File: src/rtl/protocol_pkg.sv
// Shared types and defaults for the smart-LED pulse decoder.
package protocol_pkg;

  typedef enum logic [1:0] {
    S_LOW,
    S_HIGH,
    S_STUCK
  } state_t;

  localparam int unsigned NUM_BITS               = 32;
  localparam int unsigned DEFAULT_THRESHOLD_CYCLES = 24;
  localparam int unsigned DEFAULT_GAP_CYCLES     = 2000;
  localparam int unsigned DEFAULT_CNT_W          = 12;

endpackage

File: src/rtl/protocol_pulse_decoder_if.sv
// LED line in, decoded bit stream and regenerated line out.
interface protocol_pulse_decoder_if;

  logic din;
  logic bit_data;
  logic bit_strobe;
  logic store;
  logic dout;
  logic error;

  modport master (
    output din,
    input  bit_data,
    input  bit_strobe,
    input  store,
    input  dout,
    input  error
  );

  modport slave (
    input  din,
    output bit_data,
    output bit_strobe,
    output store,
    output dout,
    output error
  );

endinterface

File: src/rtl/protocol_sync.sv
// Two-flop synchronizer for the asynchronous LED line plus an edge register.
module protocol_sync (
  input  logic clk,
  input  logic rst,
  input  logic din,
  output logic din_s,
  output logic rise,
  output logic fall
);

  logic meta;
  logic din_d;

  // Synchronize din and keep one delayed copy for edge detection.
  always_ff @(posedge clk or posedge rst) begin
    if (rst) begin
      meta  <= 1'b0;
      din_s <= 1'b0;
      din_d <= 1'b0;
    end else begin
      meta  <= din;
      din_s <= meta;
      din_d <= din_s;
    end
  end

  assign rise = din_s & ~din_d;
  assign fall = ~din_s & din_d;

endmodule

File: src/rtl/protocol_pulse_decoder.sv
// Pulse-width decoder: consumes the first NUM_BITS bits of each frame,
// forwards the rest on dout, and flags end-of-frame and a stuck-high line.
module protocol_pulse_decoder #(
  parameter int unsigned THRESHOLD_CYCLES = protocol_pkg::DEFAULT_THRESHOLD_CYCLES,
  parameter int unsigned GAP_CYCLES       = protocol_pkg::DEFAULT_GAP_CYCLES,
  parameter int unsigned CNT_W            = protocol_pkg::DEFAULT_CNT_W,
  parameter int unsigned NUM_BITS         = protocol_pkg::NUM_BITS
) (
  input  logic                     clk,
  input  logic                     rst,
  protocol_pulse_decoder_if.slave  bus
);

  import protocol_pkg::*;

  localparam int unsigned BC_W = $clog2(NUM_BITS + 1);
  localparam logic [CNT_W-1:0] GAP  = CNT_W'(GAP_CYCLES);
  localparam logic [CNT_W-1:0] THR  = CNT_W'(THRESHOLD_CYCLES);
  localparam logic [CNT_W-1:0] ONE  = CNT_W'(1);
  localparam logic [BC_W-1:0]  FULL = BC_W'(NUM_BITS);

  state_t            state, state_n;
  logic [CNT_W-1:0]  cnt, cnt_n;
  logic [BC_W-1:0]   bit_count, bit_count_n;
  logic              eof_done, eof_done_n;
  logic              eof;
  logic              fwd;
  logic              din_s, rise, fall;
  logic              data_n, strobe_n, store_n, error_n, dout_n;
  logic              data_q, strobe_q, store_q, error_q, dout_q;

  protocol_sync u_sync (
    .clk   (clk),
    .rst   (rst),
    .din   (bus.din),
    .din_s (din_s),
    .rise  (rise),
    .fall  (fall)
  );

  // State, pulse counter and frame bit counter registers.
  always_ff @(posedge clk or posedge rst) begin
    if (rst) begin
      state     <= S_LOW;
      cnt       <= '0;
      bit_count <= '0;
      eof_done  <= 1'b0;
    end else begin
      state     <= state_n;
      cnt       <= cnt_n;
      bit_count <= bit_count_n;
      eof_done  <= eof_done_n;
    end
  end

  // Next-state decode: time each level, classify pulses, detect gap and stuck line.
  always_comb begin
    state_n     = state;
    cnt_n       = cnt;
    bit_count_n = bit_count;
    eof_done_n  = eof_done;
    eof         = 1'b0;
    data_n      = 1'b0;
    strobe_n    = 1'b0;
    store_n     = 1'b0;
    error_n     = 1'b0;
    unique case (state)
      S_LOW: begin
        if (cnt != GAP) cnt_n = cnt + 1'b1;
        // eof_done keeps the saturated count from re-firing end-of-frame
        if (cnt == GAP && !eof_done) begin
          eof         = 1'b1;
          eof_done_n  = 1'b1;
          store_n     = (bit_count == FULL);
          bit_count_n = '0;
        end
        if (rise) begin
          state_n = S_HIGH;
          cnt_n   = ONE;
        end
      end
      S_HIGH: begin
        cnt_n = cnt + 1'b1;
        if (fall) begin
          state_n    = S_LOW;
          cnt_n      = ONE;
          eof_done_n = 1'b0;
          if (bit_count < FULL) begin
            strobe_n    = 1'b1;
            data_n      = (cnt >= THR);
            bit_count_n = bit_count + 1'b1;
          end
        end else if (cnt == GAP) begin
          error_n     = 1'b1;
          bit_count_n = '0;
          cnt_n       = '0;
          state_n     = S_STUCK;
        end
      end
      S_STUCK: begin
        if (fall) begin
          state_n    = S_LOW;
          cnt_n      = ONE;
          eof_done_n = 1'b0;
        end
      end
      default: begin
        state_n = S_LOW;
        cnt_n   = '0;
      end
    endcase
    // End-of-frame closes forwarding in the same cycle, so a next-frame rise
    // landing exactly on the gap boundary is not leaked onto dout.
    fwd    = (bit_count == FULL) && !eof;
    dout_n = fwd & din_s;
  end

  // Registered outputs.
  always_ff @(posedge clk or posedge rst) begin
    if (rst) begin
      data_q   <= 1'b0;
      strobe_q <= 1'b0;
      store_q  <= 1'b0;
      error_q  <= 1'b0;
      dout_q   <= 1'b0;
    end else begin
      data_q   <= data_n;
      strobe_q <= strobe_n;
      store_q  <= store_n;
      error_q  <= error_n;
      dout_q   <= dout_n;
    end
  end

  assign bus.bit_data   = data_q;
  assign bus.bit_strobe = strobe_q;
  assign bus.store      = store_q;
  assign bus.error      = error_q;
  assign bus.dout       = dout_q;

endmodule

File: src/flat_wrapper.sv
// flat-port wrapper written by rule: the top's interface ports become plain ports
module protocol_pulse_decoder_flat import protocol_pkg::*;
#(
  parameter int unsigned THRESHOLD_CYCLES = protocol_pkg::DEFAULT_THRESHOLD_CYCLES,
  parameter int unsigned GAP_CYCLES       = protocol_pkg::DEFAULT_GAP_CYCLES,
  parameter int unsigned CNT_W            = protocol_pkg::DEFAULT_CNT_W,
  parameter int unsigned NUM_BITS         = protocol_pkg::NUM_BITS
)
  (clk, rst, bus_din, bus_bit_data, bus_bit_strobe, bus_store, bus_dout, bus_error);
  protocol_pulse_decoder_if bus_i ();
  input  logic clk;
  input  logic rst;
  input wire logic [$bits(bus_i.din)-1:0] bus_din;
  output wire logic [$bits(bus_i.bit_data)-1:0] bus_bit_data;
  output wire logic [$bits(bus_i.bit_strobe)-1:0] bus_bit_strobe;
  output wire logic [$bits(bus_i.store)-1:0] bus_store;
  output wire logic [$bits(bus_i.dout)-1:0] bus_dout;
  output wire logic [$bits(bus_i.error)-1:0] bus_error;
  assign bus_i.din = bus_din;
  assign bus_bit_data = bus_i.bit_data;
  assign bus_bit_strobe = bus_i.bit_strobe;
  assign bus_store = bus_i.store;
  assign bus_dout = bus_i.dout;
  assign bus_error = bus_i.error;
  protocol_pulse_decoder #(.THRESHOLD_CYCLES(THRESHOLD_CYCLES), .GAP_CYCLES(GAP_CYCLES), .CNT_W(CNT_W), .NUM_BITS(NUM_BITS)) u_core (.clk(clk), .rst(rst), .bus(bus_i));
endmodule
File: config.mk
export PLATFORM = sky130hd
export DESIGN_NAME = protocol_pulse_decoder_flat
export DESIGN_NICKNAME = d
export VERILOG_FILES = /design/src/rtl/protocol_pkg.sv /design/src/rtl/protocol_pulse_decoder_if.sv /design/src/rtl/protocol_sync.sv /design/src/rtl/protocol_pulse_decoder.sv /design/src/flat_wrapper.sv
export SDC_FILE = /design/constraint.sdc
export NUM_CORES = 1
export LEC_CHECK = 0
export BUFFER_PORTS_ARGS = -buffer_cell sky130_fd_sc_hd__buf_2
export CAP_MARGIN = 20
export CORE_MARGIN = 5
export CORE_UTILIZATION = 60
export DETAILED_ROUTE_END_ITERATION = 6
export PLACE_DENSITY = 0.84
export SKIP_CTS_REPAIR_TIMING = 1
export SLEW_MARGIN = 15
export SYNTH_ARGS = -nofsm -noshare
export SYNTH_HDL_FRONTEND = slang
export SYNTH_SLANG_ARGS = --single-unit
export TNS_END_PERCENT = 30
File: constraint.sdc
create_clock -name clk -period 2.9 [get_ports clk]
set_input_delay 0.145 -clock clk [delete_from_list [all_inputs] [get_ports clk]]
set_output_delay 0.145 -clock clk [all_outputs]
set_load 0.01 [all_outputs]
==> impl.org <==
** Logic synthesis
- Avg Synthesized Cell Area :: 9.65 sq um
- Sequential share of the synthesized area :: 44.0%
- Counting flops and latches in the post-synthesis netlist gives 29.
- The synthesized netlist devotes a little under a quarter of its cell area to compound gates.
- Among all flip-flop cells after synthesis, the most frequent one is dfrtp_1.
- During synthesis, Yosys emitted a total of 0 warnings.
- Number of standard cells after synthesis :: 171
- The synthesized netlist occupies a cell area of 1650 sq um.
- The synthesized netlist contains 46 unique library cells.
- After synthesis, the share of cell area in mux cells is less than 1%.
- Count of flip-flops with a built-in enable after synthesis :: 0
- By area, the combinational part of the netlist is dominated by compound AO/OA/AOI/OAI gates.
- The share of synthesized area in the top cell type comes to 44.0%.
- Net count after synthesis :: 182
- Counting flops with an async set or reset pin after synthesis yields a share of 100%.
- Synth area leaders :: dfrtp_1, ha_1, nand2_1
- Cell type with the largest total area after synthesis :: dfrtp_1
- Summing the areas of all and, or, nand and nor instances in the mapped netlist gives 20.3% of the synthesized area.
- The synthesized netlist devotes 0% of its cell area to XOR and XNOR gates.
- Of the total synthesized cell area, the portion taken by full adders, half adders and majority gates is 6.07%.

** Clock network
- CTS saw 29 sinks.
- Clock-pin slew was measured on the worst setup and hold paths at 90 ps.
- The later pin in the worst-skew pair is clocked with a latency of ~330 ps.
- CTS Buf Count :: 5
- TritonCTS built the clock tree.
- H-Tree Depth :: 2
- Root Buffer :: clkbuf_4
- Buffer levels on the longest clock path :: 2

** Floorplanning
- 8 I/O pins were placed.
- The die is 62.4 um wide.
- The initial utilization of the core area, before any placement, comes to approximately three fifths.
- Core Area :: 2690 sq um
- The die is 62.4 um tall.
- Full die area :: 3900 sq um
- The floorplan has 19 rows.

** Final layout
- The final layout contains 193 nets.
- In the final layout, the share of cells above drive strength 1 is 14.8%.
- Area growth syn-to-layout :: 8.79%
- Most frequent standard cell in the layout excluding fill and tap cells :: dfrtp_1
- Most used cells in the layout excluding fill and tap cells :: dfrtp_1, nand2_1, o21ai_0, inv_1, ha_1
- The number of antenna diodes in the final layout is 0.
- The layout has 205 filler cells.
- Util after Layout :: 66.8%

** Timing
- Hold violation count in the final report :: 0
- Upper clock frequency limit :: 0.374 GHz
- In the post-route analysis, the smallest setup slack over all paths is 223 ps.
- The max-slew violation total from the final report was 0.
- Post-layout minimum cycle time :: 2680 ps
- After layout, the worst path uses between 90% and 100% of the clock period.
- Final sum of negative setup slack :: 0 ps
- Slew margin rel. :: 57.4%
- Unrepaired setup endpoints after global routing :: no
- On the final layout, the worst clock skew is 10.2 ps.
- For the pin with the worst max-slew slack, the measured transition is 638 ps.
- Final setup vio count :: 0

** Placed design
- Final RePlAce weighted congestion :: about 0.84
- I/O Buffers :: 7
- HPWL reported at the end of detailed placement :: 2370 um
- Setup Slack @ Placement :: 256 ps

** GRT
- Entering global routing, the biggest net connects 30 pins.
- The via count of the first global-routing pass came to roughly 1,400.
- Overall track demand over capacity in global routing :: 19.1%
- Initial antenna violation count :: 0
- Global routing finished with a remaining overflow of 0.
- The first global-routing pass estimated 6050 um of wire.

** Setup path
- Master of the slowest instance on the critical path :: or4bb_1
- Buf+Inv Stages, Crit Path :: 1
- Crit path launch type :: flop
- Of all nets on the critical path, the largest fanout is 12.
- Among cell families on the critical path, the largest total delay comes from simple AND/OR/NAND/NOR gates.
- At the worst endpoint, the arrival time is 2900 ps.
- Worst setup EP type :: flop
- Walking the worst path, the cells encountered are inv_1 > ha_1 > or4bb_1 > or3_1 > o21ai_2 > nor4_1 > a21o_2.
- Critical Setup Path Class :: flop to flop
- Data on the critical path is required at its endpoint by 3120 ps.
- Highest cell delay on the worst timing path :: 550 ps

** Detailed routing
- For this run, the detailed router's first-pass iteration total came to 4.
- DR vias :: 1,383
- After detailed routing, the number of remaining DRC violations is 0.
- For this block, the routed nets add up to 3350 um of wire.
- Using the TritonRoute via totals, the vias-per-cell ratio works out to between 6 and 7.
- Final routed wire length divided by cell count :: 15.7 um
- Antenna viol nets, final :: 0
- In this run, the number of DRC markers left after iteration 0 of detailed routing was 140.

** Power and ir drop
- P_leak :: 0.809 nW
- P per Cell Area :: 675 nW/um^2
- VDD sags by at most roughly 660 uV.

** Job
- Number of maximum-capacitance constraint violations :: 0

** Min path
- The tightest min-delay check is of the flop to flop type.

** Status
- The flow ran to the end, and the final reports show no timing, DRC or antenna violations.
[worst reg2reg max path, stage by stage, from the launching register on]
cell,delay [ps]
dfrtp_1,450
inv_1,100
ha_1,130
or4bb_1,550
or3_1,550
o21ai_2,490
nor4_1,100
a21o_2,200
[power by group]
group          switching (mW)  total [mW]  internal [mW]
Sequential             0.0598       0.510          0.450
Clock                   0.140       0.346          0.206
Combinational           0.213       0.357          0.144
Total                   0.413        1.21          0.800
[metal layers]
| layer | up-vias | track usage, % | part of all wire [%] |
|---|---|---|---|
| li1 | 660 | - | - |
| met4 | 0 | 9.02 | 1.6 |
| met5 | - | 0 | 0 |
| met3 | 7 | 5.76 | 5.0 |
| met1 | 685 | 21.9 | 43 |
| met2 | 31 | 32.3 | 50 |
[cells in the mapped netlist, drive strengths merged, types with 2 or more instances]
| master | count |
|---|---|
| a2bb2oi | 5 |
| and3 | 3 |
| nand2 | 21 |
| or3 | 2 |
| nor4 | 3 |
| o21ai | 15 |
| a31oi | 2 |
| or4 | 4 |
| o311ai | 2 |
| buf | 3 |
| or4bb | 2 |
| inv | 13 |
| nand4 | 3 |
| a21o | 4 |
| a22oi | 2 |
| ha | 8 |
| nor4b | 2 |
| nor2 | 4 |
| clkbuf | 3 |
| nand3 | 7 |
| o31ai | 6 |
| nor3 | 4 |
| a21oi | 7 |
| a211oi | 2 |
| dfrtp | 29 |
[sequential cells by signal (all words and copies together), names as in the netlist]
| name | cells |
|---|---|
| u_core.bus.bit_strobe | 1 |
| u_core.bus.store | 1 |
| u_core.bit_count | 6 |
| u_core.bus.error | 1 |
| u_core.u_sync.din_d | 1 |
| u_core.bus.bit_data | 1 |
| u_core.bus.dout | 1 |
| u_core.u_sync.din_s | 1 |
| u_core.state | 2 |
| u_core.cnt | 12 |
| u_core.u_sync.meta | 1 |
| u_core.eof_done | 1 |
[final cells by class]
class / count / area [sq um] / area share (%)
inverter: 13 / 48.8 / 2.72
clock inverter: 1 / 30.0 / 1.67
clock buffer: 7 / 55.1 / 3.07
tap: 31 / 38.8 / 2.16
multi-input combinational: 123 / 835 / 46.5
timing repair buffer: 10 / 62.6 / 3.48
sequential: 29 / 726 / 40.4
[cell families (layout without fill, tap and decap cells)]
group                      Yosys count  after routing
and+or+nand+nor                     60             60
AOI/OAI and AO/OA                   54             54
DFF                                 29             29
buffers and inverters               19             31
adders and majority gates            8              8
muxes                                1              1
[through the flow]
step / instance area [sq um] / hold WS, ps / std cells / power [mW]
after detailed placement: 1690 / 255 / 204 / 0.863
after CTS: 1780 / -92.5 / 212 / 1.21
after global routing: 1800 / 378 / 214 / 1.31
after floorplan: 1650 / 176 / 171 / 0.784
final: 1800 / 356 / 214 / 1.21
after global placement: 1690 / 253 / 204 / 0.847
[worst paths after layout]
kind / from / endpoint / slack, ps / depth (start not counted)
min reg2reg: u_core.u_sync.meta$_DFF_PP0_ / u_core.u_sync.din_s$_DFF_PP0_ / 360 / 0
max reg2reg: u_core.cnt[0]$_DFFE_PP0P_ / u_core.cnt[2]$_DFFE_PP0P_ / 220 / 7
min: u_core.u_sync.meta$_DFF_PP0_ / u_core.u_sync.din_s$_DFF_PP0_ / 360 / 0
max: u_core.cnt[0]$_DFFE_PP0P_ / u_core.cnt[2]$_DFFE_PP0P_ / 220 / 7
max in group asynchronous: rst / u_core.bit_count[2]$_DFFE_PP0P_ / 2090 / 3
min in group asynchronous: rst / u_core.cnt[5]$_DFFE_PP0P_ / 410 / 3
(Power assumes the default switching activity.)
